<file path="src/rtl/core_pkg.sv">
// core_pkg: shared types and constants for the machine-mode CSR/trap block.
package core_pkg;
  typedef enum logic [1:0] {
    CSR_RW = 2'd0,
    CSR_RS = 2'd1,
    CSR_RC = 2'd2
  } csr_op_t;
  localparam logic [11:0] CSR_MSTATUS   = 12'h300;
  localparam logic [11:0] CSR_MISA      = 12'h301;
  localparam logic [11:0] CSR_MTVEC     = 12'h305;
  localparam logic [11:0] CSR_MSCRATCH  = 12'h340;
  localparam logic [11:0] CSR_MEPC      = 12'h341;
  localparam logic [11:0] CSR_MCAUSE    = 12'h342;
  localparam logic [11:0] CSR_MTVAL     = 12'h343;
  localparam logic [11:0] CSR_MCYCLE    = 12'hB00;
  localparam logic [11:0] CSR_MINSTRET  = 12'hB02;
  localparam logic [11:0] CSR_MCYCLEH   = 12'hB80;
  localparam logic [11:0] CSR_MINSTRETH = 12'hB82;
  localparam logic [11:0] CSR_CYCLE     = 12'hC00;
  localparam logic [11:0] CSR_INSTRET   = 12'hC02;
  localparam logic [11:0] CSR_CYCLEH    = 12'hC80;
  localparam logic [11:0] CSR_INSTRETH  = 12'hC82;
  localparam logic [11:0] CSR_MVENDORID = 12'hF11;
  localparam logic [11:0] CSR_MARCHID   = 12'hF12;
  localparam logic [11:0] CSR_MIMPID    = 12'hF13;
  localparam logic [11:0] CSR_MHARTID   = 12'hF14;
  localparam int MSTATUS_MIE_BIT  = 3;
  localparam int MSTATUS_MPIE_BIT = 7;
  localparam logic [4:0] EXC_CAUSE_INSTR_FAULT = 5'd1;
  localparam logic [4:0] EXC_CAUSE_ILLEGAL     = 5'd2;
  localparam logic [4:0] EXC_CAUSE_BREAKPOINT  = 5'd3;
  localparam logic [4:0] EXC_CAUSE_ECALL_M     = 5'd11;
endpackage

</file>
<file path="src/rtl/csr_counter64.sv">
// csr_counter64: 64-bit wrapping counter with separate lo/hi write ports.
module csr_counter64 (
  input  logic        clk_i,
  input  logic        rst_n_i,
  input  logic        inc_i,
  input  logic        wr_lo_i,
  input  logic        wr_hi_i,
  input  logic [31:0] wdata_i,
  output logic [63:0] cnt_o
);
  logic [63:0] cnt_q, cnt_d;
  // a write to either half freezes the whole counter for that cycle
  always_comb cnt_d = (wr_lo_i || wr_hi_i)
    ? {wr_hi_i ? wdata_i : cnt_q[63:32], wr_lo_i ? wdata_i : cnt_q[31:0]}
    : cnt_q + 64'(inc_i);
  always_ff @(posedge clk_i or negedge rst_n_i)
    if (!rst_n_i) cnt_q <= '0;
    else cnt_q <= cnt_d;
  assign cnt_o = cnt_q;
endmodule

</file>
<file path="src/rtl/trap_csr_unit.sv">
// trap_csr_unit: machine-mode CSRs, trap/mret state updates and redirect targets.
module trap_csr_unit import core_pkg::*; #(
  parameter logic [31:0] MTVEC_RESET = 32'h0000_0100,
  parameter logic [31:0] MHARTID     = 32'd0,
  parameter logic [31:0] MISA_VAL    = 32'h4000_1124
) (
  input  logic        clk_i,
  input  logic        rst_n_i,
  input  logic        csr_en_i,
  input  csr_op_t     csr_op_i,
  input  logic [11:0] csr_addr_i,
  input  logic [31:0] csr_wdata_i,
  input  logic        csr_src_zero_i,
  output logic [31:0] csr_rdata_o,
  output logic        csr_illegal_o,
  input  logic        save_pc_id_i,
  input  logic        save_pc_ex_i,
  input  logic [31:0] pc_id_i,
  input  logic [31:0] pc_ex_i,
  input  logic [4:0]  exception_cause_i,
  input  logic        is_mret_i,
  input  logic        instr_retired_i,
  output logic [31:0] trap_pc_o,
  output logic [31:0] mepc_o,
  output logic        mie_o
);
  logic        mie_q, mie_d, mpie_q, mpie_d;
  logic [31:0] mtvec_q, mtvec_d, mscratch_q, mscratch_d, mepc_q, mepc_d;
  logic [31:0] mcause_q, mcause_d, mtval_q, mtval_d;
  logic [63:0] mcycle, minstret;
  logic [31:0] mstatus, rdata, wval, pc_sel;
  logic        impl, ro, wr_try, wr_en, trap;
  assign mstatus = {19'b0, 2'b11, 3'b0, mpie_q, 3'b0, mie_q, 3'b0};
  always_comb begin
    rdata = '0;
    impl = 1'b1;
    case (csr_addr_i)
      CSR_MSTATUS:  rdata = mstatus;
      CSR_MISA:     rdata = MISA_VAL;
      CSR_MTVEC:    rdata = mtvec_q;
      CSR_MSCRATCH: rdata = mscratch_q;
      CSR_MEPC:     rdata = mepc_q;
      CSR_MCAUSE:   rdata = mcause_q;
      CSR_MTVAL:    rdata = mtval_q;
      CSR_MHARTID:  rdata = MHARTID;
      CSR_MVENDORID, CSR_MARCHID, CSR_MIMPID: rdata = '0;
      CSR_MCYCLE, CSR_CYCLE:       rdata = mcycle[31:0];
      CSR_MCYCLEH, CSR_CYCLEH:     rdata = mcycle[63:32];
      CSR_MINSTRET, CSR_INSTRET:   rdata = minstret[31:0];
      CSR_MINSTRETH, CSR_INSTRETH: rdata = minstret[63:32];
      default:      impl = 1'b0;
    endcase
  end
  // misa lives in the writable address range but is still read-only here
  assign ro = csr_addr_i[11:10] == 2'b11 || csr_addr_i == CSR_MISA;
  assign wr_try = csr_en_i && (csr_op_i == CSR_RW || !csr_src_zero_i);
  assign csr_illegal_o = csr_en_i && (!impl || (wr_try && ro));
  assign trap = save_pc_ex_i || save_pc_id_i;
  assign wr_en = wr_try && !csr_illegal_o && !trap;
  assign wval = csr_op_i == CSR_RW ? csr_wdata_i :
                csr_op_i == CSR_RS ? rdata | csr_wdata_i : rdata & ~csr_wdata_i;
  assign pc_sel = save_pc_ex_i ? pc_ex_i : pc_id_i;
  always_comb begin
    mie_d      = trap ? 1'b0 : is_mret_i ? mpie_q :
                 wr_en && csr_addr_i == CSR_MSTATUS ? wval[MSTATUS_MIE_BIT] : mie_q;
    mpie_d     = trap ? mie_q : is_mret_i ? 1'b1 :
                 wr_en && csr_addr_i == CSR_MSTATUS ? wval[MSTATUS_MPIE_BIT] : mpie_q;
    mepc_d     = trap ? {pc_sel[31:1], 1'b0} :
                 wr_en && csr_addr_i == CSR_MEPC ? {wval[31:1], 1'b0} : mepc_q;
    mcause_d   = trap ? {27'b0, exception_cause_i} :
                 wr_en && csr_addr_i == CSR_MCAUSE ? {wval[31], 26'b0, wval[4:0]} : mcause_q;
    mtval_d    = trap ? '0 : wr_en && csr_addr_i == CSR_MTVAL ? wval : mtval_q;
    mtvec_d    = wr_en && csr_addr_i == CSR_MTVEC ? {wval[31:2], 2'b00} : mtvec_q;
    mscratch_d = wr_en && csr_addr_i == CSR_MSCRATCH ? wval : mscratch_q;
  end
  always_ff @(posedge clk_i or negedge rst_n_i)
    if (!rst_n_i) begin
      mie_q      <= 1'b0;
      mpie_q     <= 1'b0;
      mtvec_q    <= MTVEC_RESET;
      mscratch_q <= '0;
      mepc_q     <= '0;
      mcause_q   <= '0;
      mtval_q    <= '0;
    end else begin
      mie_q      <= mie_d;
      mpie_q     <= mpie_d;
      mtvec_q    <= mtvec_d;
      mscratch_q <= mscratch_d;
      mepc_q     <= mepc_d;
      mcause_q   <= mcause_d;
      mtval_q    <= mtval_d;
    end
  csr_counter64 u_mcycle (
    .clk_i   (clk_i),
    .rst_n_i (rst_n_i),
    .inc_i   (1'b1),
    .wr_lo_i (wr_en && csr_addr_i == CSR_MCYCLE),
    .wr_hi_i (wr_en && csr_addr_i == CSR_MCYCLEH),
    .wdata_i (wval),
    .cnt_o   (mcycle)
  );
  csr_counter64 u_minstret (
    .clk_i   (clk_i),
    .rst_n_i (rst_n_i),
    .inc_i   (instr_retired_i),
    .wr_lo_i (wr_en && csr_addr_i == CSR_MINSTRET),
    .wr_hi_i (wr_en && csr_addr_i == CSR_MINSTRETH),
    .wdata_i (wval),
    .cnt_o   (minstret)
  );
  assign csr_rdata_o = rdata;
  assign trap_pc_o = {mtvec_q[31:2], 2'b00};
  assign mepc_o = mepc_q;
  assign mie_o = mie_q;
endmodule

</file>
<file path="config.mk">
export PLATFORM = sky130hd
export DESIGN_NAME = trap_csr_unit
export DESIGN_NICKNAME = d
export VERILOG_FILES = /design/src/rtl/core_pkg.sv /design/src/rtl/csr_counter64.sv /design/src/rtl/trap_csr_unit.sv
export SDC_FILE = /design/constraint.sdc
export NUM_CORES = 1
export LEC_CHECK = 0
export ABC_AREA = 1
export CORE_MARGIN = 3
export CORE_UTILIZATION = 30
export DETAILED_ROUTE_END_ITERATION = 10
export SLEW_MARGIN = 10
export SYNTH_ARGS = -nofsm -noshare
export SYNTH_HDL_FRONTEND = slang
export SYNTH_SLANG_ARGS = --single-unit
</file>
<file path="constraint.sdc">
create_clock -name clk_i -period 2.7 [get_ports clk_i]
set_input_delay 0.54 -clock clk_i [delete_from_list [all_inputs] [get_ports clk_i]]
set_output_delay 0.54 -clock clk_i [all_outputs]
set_load 0.05 [all_outputs]
</file>
==> flow_metrics.tcl <==
set metrics [dict create \
    yosysWarnings 0 \
    crit_path_end_kind "primary output" \
    peakVddDrop_mv 0.5058 \
    die_area_mm2 0.06859 \
    gp_congestion 0.9996 \
    finalCritPeriodShare 0.9950 \
    worstRegToRegCells 14 \
    final_cell_mix "nor2_1, nand2_1, nand3_1" \
    syn_inst 3142 \
    power_frac_seq 0.412 \
    final_layout_size_suffix_gt1_frac 0.1782 \
    crit_cells 11 \
    hold_path.class "input port to async pin" \
    coreArea_mm2 0.06458 \
    nFillCells 6696 \
    antenna_found_initial 1 \
    nets 3685 \
    tightest_slew_ns 0.8604 \
    p_per_area_mw_per_mm2 369.6 \
    critPathBufInv 4 \
    post-dp-hpwl_mm 73.26 \
    die_w_um 261.9 \
    insertion_delay_ns 0.61 \
    synth_seq_area_share 0.3325 \
    drtPass1Iterations 5 \
    period_needed_ns 2.686 \
    cts_tree "yes" \
    layout_commonest_cell "nor2_1" \
    fmax_mhz 372.2 \
    critPathLaunchType "input port" \
    maxCapViolCount 0 \
    status "finished, final reports clean" \
    syn_area_mm2 0.01964 \
    diodes 0 \
    synth_ff_type "dfrtp_1" \
    vias 23050 \
    p_leak_nw 13.32 \
    avgViaCountPerCell 5.198 \
    grt_pass1_vias 21870 \
    sw_frac_of_total 0.2892 \
    rows 93 \
    slew_violations 0 \
    cts.sinks 261 \
    rsz0062_at_grt "true" \
    numCtsBuffers 31 \
    clockPowerShare 0.433 \
    setup_viol 0 \
    crit_path_frequent_cell "nor2_4" \
    ctsRootBufferMaster "clkbuf_16" \
    setup_slack_ns 0.01353 \
    clkTransAtPathRegs_ns 0.06 \
    port_buffers 215 \
    ys_types 40 \
    dpl_worst_slack_ns -0.8266 \
    power_switching_mw 2.942 \
    crit_chain "buf_2, buf_6, nor2_4, nand2_4, nor2_4, bufbuf_16, nand3_1, nand2_2, nor2_1, nand3_2, buf_12" \
    start_util 0.3042 \
    path_delay_family "simple AND/OR/NAND/NOR gates" \
    route.detailed.wl_per_inst_um 21.39 \
    synth-edff-count 0 \
    clk_path_buf_depth 3 \
    drt-total-wl_mm 94.85 \
    syn_to_final_growth_pct 40.14 \
    max_stage_delay_ns 0.31 \
    antenna_left 0 \
    cp_data_arrival_time_ns 2.15 \
    synth-seq-cells 261 \
    final_area_mm2 0.02753 \
    die_h_um 261.9 \
    cp.required_ns 2.16 \
    p_int_mw 7.232 \
    hold_viol_final 0 \
    comb_power_share 0.155 \
    critical_path.max_fanout 5 \
    dpl-instance-area_mm2 0.02541 \
    power_mw 10.17 \
    ios 221 \
    avgSynthCellArea_um2 6.252 \
    crit_type "input port to primary output" \
    relSlewSlack 0.4264 \
    grt_max_degree 74 \
    cts_max_level 1 \
    drtIter0Drc 2429 \
    drc_errors 0 \
    crit_slowest_cell "bufbuf_16" \
    grt_pass1_wl_mm 140.7 \
    async_flop_share 1.000 \
    gr-total-overflow 0 \
    gr-usage-all-layers 0.2727 \
    skew_ns 0.01752 \
]
## state kept, by name, summed over array words and instances, names as in the netlist
| signal | count |
|---|---|
| mscratch_q | 32 |
| u_minstret.cnt_o | 64 |
| mtval_q | 32 |
| mie_o | 1 |
| mtvec_q | 30 |
| mpie_q | 1 |
| u_mcycle.cnt_o | 64 |
| mepc_o | 31 |
| mcause_q | 6 |
## what timing repair did
action	4_1_cts	5_1_grt
cloned	9	1
resized for setup	175	40
endpoints found under the setup margin	51	33
setup buffers	25	8
hold buffers	1	0
pin swaps	39	29
hold endpoints to repair	47	0
## final timing paths
kind                                    from                 end  slack [ns]
setup / recovery               csr_addr_i[0]     csr_rdata_o[16]        0.01
hold / removal                       rst_n_i  u_mcycle.cnt_o[45]        0.49
setup reg to reg           u_mcycle.cnt_o[0]  u_mcycle.cnt_o[50]        0.30
hold reg to reg               mscratch_q[16]      mscratch_q[16]        0.49
max in group asynchronous            rst_n_i           mepc_o[2]        1.47
min in group clk_i            mscratch_q[16]      mscratch_q[16]        0.49
## power by group through the flow
stage / sequential (mW) / clock, mW / combinational (mW)
6_report: 4.19 / 4.41 / 1.58
5_1_grt: 4.20 / 4.60 / 1.69
4_1_cts: 4.18 / 4.46 / 1.56
3_5_place_dp: 4.25 / 0 / 1.52
3_3_place_gp: 4.25 / 0 / 1.51
2_1_floorplan: 4.34 / 0 / 0.527
## Yosys cell counts, types with 2 or more instances
cell      number  area, um^2
nor3_1        59       295.3
a21oi_2       17       148.9
clkbuf_1      81       304.0
nand2_1      591        2218
and3_1         2       12.51
nor4_1         8       50.05
o21ai_0      170       850.8
inv_2         12       45.04
nor2_1       884        3318
nand4_1       53       331.6
nand3_1      356        1782
ha_1           3       37.54
o21ai_1       43       215.2
nand2_4        7       78.83
nand3_2        2       20.02
nand2_2        8       50.05
buf_6          6       67.56
buf_1          7       26.28
dfrtp_1      260        6506
nand4_4        5       106.4
or2_2          2       12.51
nand3b_1       5       37.54
buf_2         59       295.3
xor2_1        76       665.6
nor3b_1        2       15.01
inv_1        249       934.7
a21oi_1       78       390.4
xnor2_1       41       359.1
nor2_4        10       112.6
buf_4          7       52.55
buf_8          2       30.03
nor2_2        29       181.4
## area by class of cell
class,instances,area [um^2],share of cell area
Clock buffer,47,905.9,0.03291
Clock inverter,7,128.9,0.004681
Inverter,261,984.7,0.03577
Multi-Input combinational cell,2461,11980,0.4351
Sequential cell,261,6533,0.2373
Tap cell,855,1070,0.03886
Timing Repair Buffer,543,5931,0.2154
## routing by layer
layer | part of all wire | vias to the layer above | track usage
met4 | 0.038 | 0 | 0.09005
met5 | 0 | - | 0
met3 | 0.089 | 184 | 0.05792
met1 | 0.42 | 10940 | 0.3696
met2 | 0.45 | 1091 | 0.4327
li1 | - | 10840 | -
## through the flow
step           cells  hold slack [ns]   TNS, ns  utilization
2_1_floorplan   3144           0.2444         0            -
3_5_place_dp    4342           0.4733   -129.93       0.3934
3_3_place_gp    4342           0.4677   -123.16       0.3934
5_1_grt         4435           0.5046   -0.1082       0.4263
4_1_cts         4428           0.4880  -0.01109       0.4242
6_report        4435           0.4870         0       0.4263
## cells by family (layout without fill, tap and decap cells)
group                      count (synthesis)  in the layout  share of synthesized area
other                                      1              3                  0.0001909
xor gates and xnor gates                 117            117                    0.05217
AOI/OAI and AO/OA                        310            310                    0.08242
DFF                                      261            261                     0.3325
and+or+nand+nor                         2026           2028                     0.4411
buffers and inverters                    424            858                    0.08962
adders and majority gates                  3              3                   0.001911
(Power assumes the default switching activity.)
